<file path="src/rtl/esc_pwm_generator.sv">
// esc_pwm_generator
//   Four-channel ESC PWM generator. A period counter advances once per rising
//   edge of tick_clk and wraps after PERIOD_TICKS ticks. Duty writes land in
//   per-channel shadow registers. All shadows are copied into the active
//   registers together at the period wrap, so an output never sees a
//   half-updated period. A DISARMED/ARMING/RUN FSM keeps the outputs low until
//   one full period has been counted after arming.
//
// Ports
//   clk          system clock, rising edge
//   resetn       synchronous, active-low reset
//   tick_clk     divided clock (already in the clk domain)
//   arm          level: 1 requests motor output, 0 forces outputs low
//   duty_valid   duty write request
//   duty_ready   duty write accept (low only in the wrap clock)
//   duty_ch      target channel 0..3
//   duty_val     requested high time in ticks
//   pwm_out      registered per-channel PWM
//   period_start one-clock pulse after each period boundary in RUN
module esc_pwm_generator #(
  parameter int unsigned PERIOD_TICKS = 250,
  parameter int unsigned DUTY_W       = 8
) (
  input  logic              clk,
  input  logic              resetn,
  input  logic              tick_clk,
  input  logic              arm,
  input  logic              duty_valid,
  output logic              duty_ready,
  input  logic [1:0]        duty_ch,
  input  logic [DUTY_W-1:0] duty_val,
  output logic [3:0]        pwm_out,
  output logic              period_start
);

  typedef enum logic [1:0] {
    DISARMED,
    ARMING,
    RUN
  } state_t;

  localparam logic [DUTY_W-1:0] CNT_LAST = DUTY_W'(PERIOD_TICKS - 1);

  state_t                   state_q, state_d;
  logic [DUTY_W-1:0]        cnt_q, cnt_d;
  logic                     tick_q;
  logic [3:0][DUTY_W-1:0]   shadow_q, shadow_d;
  logic [3:0][DUTY_W-1:0]   active_q, active_d;
  logic [3:0]               pwm_q, pwm_d;
  logic                     ps_q, ps_d;

  logic tick;
  logic wrap;

  assign tick = tick_clk & ~tick_q;
  assign wrap = tick & (cnt_q == CNT_LAST);

  // Refusing writes in the wrap clock keeps the shadow stable while it is
  // copied into the active set.
  assign duty_ready = ~wrap | ~resetn;

  always_comb begin
    state_d  = state_q;
    cnt_d    = cnt_q;
    shadow_d = shadow_q;
    active_d = active_q;
    ps_d     = 1'b0;

    // A duty >= PERIOD_TICKS saturates high because cnt never reaches it.
    for (int unsigned i = 0; i < 4; i++) begin
      pwm_d[i] = (state_q == RUN) && (cnt_q < active_q[i]);
    end

    if (duty_valid && duty_ready) begin
      shadow_d[duty_ch] = duty_val;
    end

    // arm low wins over a coincident wrap: no active copy, no period_start.
    if (!arm) begin
      state_d  = DISARMED;
      cnt_d    = '0;
      active_d = '0;
    end else begin
      case (state_q)
        DISARMED: begin
          cnt_d    = '0;
          active_d = '0;
          state_d  = ARMING;
        end
        ARMING, RUN: begin
          if (wrap) begin
            cnt_d    = '0;
            active_d = shadow_q;
            state_d  = RUN;
            ps_d     = 1'b1;
          end else if (tick) begin
            cnt_d = cnt_q + DUTY_W'(1);
          end
        end
        default: begin
          state_d = DISARMED;
          cnt_d   = '0;
        end
      endcase
    end
  end

  always_ff @(posedge clk) begin
    if (!resetn) begin
      state_q  <= DISARMED;
      cnt_q    <= '0;
      tick_q   <= 1'b0;
      shadow_q <= '0;
      active_q <= '0;
      pwm_q    <= '0;
      ps_q     <= 1'b0;
    end else begin
      state_q  <= state_d;
      cnt_q    <= cnt_d;
      tick_q   <= tick_clk;
      shadow_q <= shadow_d;
      active_q <= active_d;
      pwm_q    <= pwm_d;
      ps_q     <= ps_d;
    end
  end

  assign pwm_out      = pwm_q;
  assign period_start = ps_q;

endmodule

</file>
<file path="config.mk">
export PLATFORM = sky130hd
export DESIGN_NAME = esc_pwm_generator
export DESIGN_NICKNAME = d
export VERILOG_FILES = /design/src/rtl/esc_pwm_generator.sv
export SDC_FILE = /design/constraint.sdc
export NUM_CORES = 1
export LEC_CHECK = 0
export CORE_AREA = 2 2 106 82
export DETAILED_ROUTE_END_ITERATION = 16
export DIE_AREA = 0 0 108 84
export HOLD_SLACK_MARGIN = 0.12
export MAX_ROUTING_LAYER = met4
export PLACE_DENSITY = 0.59
export SLEW_MARGIN = 40
export SYNTH_ARGS = -nofsm -noshare
export SYNTH_HDL_FRONTEND = slang
export SYNTH_SLANG_ARGS = --single-unit
</file>
<file path="constraint.sdc">
create_clock -name clk -period 5.2 [get_ports clk]
set_input_delay 0.78 -clock clk [delete_from_list [all_inputs] [get_ports clk]]
set_output_delay 0.78 -clock clk [all_outputs]
set_load 0.02 [all_outputs]
</file>
Yosys cells after proc, flatten, opt, wreduce, memory -nomap -nowiden --
Index checks and enable logic that the tools add are counted. Widths: inputs -> output; s select.
Cells by class: equality and inequality tests 4, reduce and logical (&&, ||, !) cells 13, add/sub/neg operators 1, bitwise logic cells 8, $lt $le $gt $ge 6, muxes and demuxes 8
Operators by type and width (number):
- $pmux 32 s2 | 1
- $bwmux 32 | 1
- $lt 8x8->1 | 4
- $mux 32 | 1
- $demux 8 s2 | 1
- $add 8x1->8 const B | 1
- $eq 8x8->1 const B | 1
- $mux 8 | 1
- $logic_and 1x1->1 | 6
- $not 1->1 | 5
- $pmux 2 s2 | 1
- $reduce_and 2->1 | 2
- $reduce_or 4->1 | 1
- $lt 2x3->1 const B | 1
- $reduce_and 3->1 | 1
- $and 1x1->1 | 2
- $eq 2x1->1 const B | 1
- $eq 2x2->1 const B | 1
- $ge 2x1->1 const B | 1
- $logic_not 2->1 | 1
- $mux 2 | 1
- $ne 2x2->1 const B | 1
- $reduce_bool 2->1 | 1
- $reduce_or 2->1 | 1
- 2 further kinds | 2
Storage, ports and cells: register bits 80, word-level logic and storage cells 53, output and inout bits 6, bits of input ports 15

Logic depth before layout (Yosys ltp) --
depth after elaboration 6, mapped depth 7, mapped depth without buffers 5

Worst setup path after synthesis --
No wires, ideal clock.
path kind input to output, from input tick_clk, to output duty_ready, arrival time 1.378 ns, path slack 3.042 ns, cell stages on the path 3, buffers on the path 0, cells stage by stage and4bb_4 > and4_4 > inv_1
Between the ends: longest elaborated chain between the ends 4
Ends and longest elaborated chain:
- start: declaration | line 26 | input logic tick_clk,
- $and 1x1->1 | line 55 | assign tick = tick_clk & ~tick_q;
- $and 1x1->1 | line 56 | assign wrap = tick & (cnt_q == CNT_LAST);
- $not 1->1 | line 60 | assign duty_ready = ~wrap | ~resetn;
- $or 1x1->1 | line 60
- end: declaration | line 29 | output logic duty_ready,
Every way passes these cells.

Final worst setup path --
from input resetn, to output duty_ready
Between the ends: longest elaborated chain between the ends 2
Ends and longest elaborated chain:
- start: declaration | line 25 | input logic resetn,
- $not 1->1 (no source line)
- $or 1x1->1 | line 60
Every way passes these cells.

==> results by group <==
Worst setup path
  – CP Class: in -> out
  – Critical path buffers and inverters: 4
  – Most used cell, CP: clkdlybuf4s50_1
  – Critical Path Fanout Max: 47
  – CP top delay family: buffers and inverters
  – Worst endpoint data arrival time: 2640 ps
  – Setup crit start kind: input pin
  – Slowest cell on the critical path: clkdlybuf4s50_1
  – Max incr delay on CP: 530 ps
  – Worst path required time: ~4400 ps
  – CP endpoint kind: primary output
  – Critical path cell sequence: clkdlybuf4s50_1 -> buf_4 -> and4_4 -> inv_1 -> clkdlybuf4s50_1

Final layout
  – Nets: 421
  – Register area: 1602 um2
  – Layout cells sized above 1: about 6.6%
  – Area occupied by multi-input gates: 1749 um2
  – Most frequent cells in the layout: 80 x dfxtp_1, 49 x nand2_1, 33 x mux2i_1
  – Post-route cell area: 4003 um2
  – Antenna fix cells: 0
  – Fillers: around 790
  – Final Non-Filler Cells: about 490
  – Leading cell type in the layout, fill and taps excluded: dfxtp_1
  – Layout area overhead: 13.04%

Synth
  – Synth Area in Adders: between 10% and 20%
  – Flops & latches, synth: 80
  – Post-synthesis xor/xnor area fraction: 1.731%
  – Post-synth EDFFs: 0
  – Post-synthesis mux area share: 9.329%
  – Simple-Gate Fraction of Synth Area: 13.64%
  – Synth Warn #: 0
  – Post-synthesis compound-gate area fraction: about an eighth
  – Syn_area_per_cell: 10.00 um2
  – Asr flop ratio synth: 0%
  – Post-Syn Instances: 354
  – Unique cell type count in the Yosys netlist: 34
  – Combinational family with the most area after synthesis: simple AND/OR/NAND/NOR gates
  – Synth Cell Area: about 3500 um2
  – Ys flop type: dfxtp_1
  – Sequential area share after synthesis: 45.23%
  – Syn nets: 401

Clocking
  – Clk sinks: 80
  – CTS Root Buffer Type: clkbuf_8
  – Hold buffers post-CTS: 0
  – Postcts setup bufs: 0
  – # H-tree levels: 3
  – CTS clk-pin slew, worst paths: 80 ps
  – CTS tree: built
  – Post-CTS sizing: 0
  – Clock buffer depth: 2
  – Clock buffer count from CTS: 9
  – Clock latency on the worst-skew pair: 340 ps

Route
  – Via count: about 2,500
  – Final wirelength: 7303 um
  – Vias/cell: 5.156
  – Detailed-route wire length per cell: 15.00 um
  – Antenna-violating nets left: 0
  – Drt pass-1 iters: 4
  – # DRC: 0
  – Iter 0 DRT Violations: 73

Die
  – Initial Util: 43.37%
  – Die area: 9072 um2
  – Number of placed I/O pins: 21
  – Die width: 108 um
  – Row count: 29
  – Core Region: 8164 um2
  – Die Ht: 84 um

Timing
  – Max-slew headroom: 56.71%
  – Setup TNS: 0 ps
  – Max Slew Vio Count: 0
  – Worst-Margin Slew: 647.3 ps
  – Part of the cycle the worst path needs: between 60 and 70%
  – Fmax: between 0.2 and 0.3 GHz
  – Clock period minus worst slack: 3424 ps
  – Worst Skew: 8.589 ps
  – RSZ-0062 raised after global routing: false
  – Hold WS: 459.7 ps
  – Final setup viols: 0
  – Final hold vios: 0

Placed design
  – Inst Count DP: 471
  – Post-DP HPWL: ~5200 um
  – DP Area: 3836 um2
  – GP Congestion: 0.7457
  – Port-buffer cells: 20

Power
  – P per Cell Area: ~270 nW/um2
  – Total power draw: 1.085 mW
  – Peak supply drop: 129.1 uV
  – Pleak: 1.476 nW

Global route
  – Vias in the first global route: 2,522
  – Global-route usage over all layers: 18.56%
  – Initial antenna violation count: 0
  – Gr ovfl total: 0
  – Largest net degree at the start of global routing: 48
  – First-pass GRT wire length: 12,720 um

Worst hold path
  – HP Class: reg -> reg

Run
  – Maxcap violations: 0

Status
  – Status: complete, no violations
-- cell families after synthesis --
family | count (synthesis)
buffers and inverters | 47
and+or+nand+nor | 93
xor gates and xnor gates | 7
AOI/OAI and AO/OA | 62
adders and majority gates | 32
DFF | 80
muxes | 33
-- per-layer routing --
metal	wire length, um	vias to the layer above	global-route usage [%]
li1	-	1281	-
met1	3786	1187	25.76
met2	3103	34	27.04
met3	333	9	4.059
met4	80	0	5.594
met5	0	-	-
-- power breakdown --
| group | total, mW | internal [mW] | switching, mW |
|---|---|---|---|
| Combinational | 0.0558 | 0.0242 | 0.0316 |
| Sequential | 0.627 | 0.622 | 0.00542 |
| Clock | 0.402 | 0.186 | 0.216 |
-- per-stage QoR --
| step | setup slack [ps] | util [%] |
|---|---|---|
| floorplan | 3042 | - |
| global placement | 1769 | 46.99 |
| CTS | 1757 | 49.03 |
| finish | 1776 | 49.03 |
| global route | 1654 | 49.03 |
| detailed placement | 1781 | 46.99 |
-- cells in the mapped netlist, types with 8 or more instances --
| cell | instances | area, um2 |
|---|---|---|
| o21ai_0 | 12 | 60.06 |
| ha_1 | 32 | 400.4 |
| dfxtp_1 | 80 | 1602 |
| inv_1 | 32 | 120.1 |
| mux2i_1 | 33 | 330.3 |
| nand2b_1 | 10 | 62.56 |
| nand3_1 | 8 | 40.04 |
| nand2_1 | 49 | 183.9 |
| nor2_1 | 9 | 33.78 |
| a22o_1 | 29 | 254.0 |
| a211oi_1 | 9 | 67.56 |
| clkbuf_1 | 9 | 33.78 |
-- worst paths after layout --
check             slack (ps)  cells past startpoint         from           to
setup / recovery        1780                      5       resetn   duty_ready
hold / removal           460                      2  shadow_q[4]  shadow_q[4]
setup reg to reg        3210                      4     cnt_q[2]  shadow_q[7]
hold reg to reg          460                      2  shadow_q[4]  shadow_q[4]
-- area by class of cell --
type | instances | share of cell area [%]
multi-input combinational | 227 | 43.70
clock inverter | 3 | 0.4376
inverter | 32 | 3.001
timing repair buffer | 24 | 5.752
tap | 108 | 3.376
sequential | 80 | 40.01
clock buffer | 13 | 3.720
-- worst min-delay path, cell delays in order, from the launching register on --
cell and delay, ps:
dfxtp_1 310, nand2_1 50, mux2i_1 50
-- registers in the layout, summed over array words and instances (netlist names) --
signal / count
active_q: 32
shadow_q: 32
cnt_q: 8
pwm_out: 4
state_q: 2
period_start: 1
tick_q: 1
(Power assumes the default switching activity.)
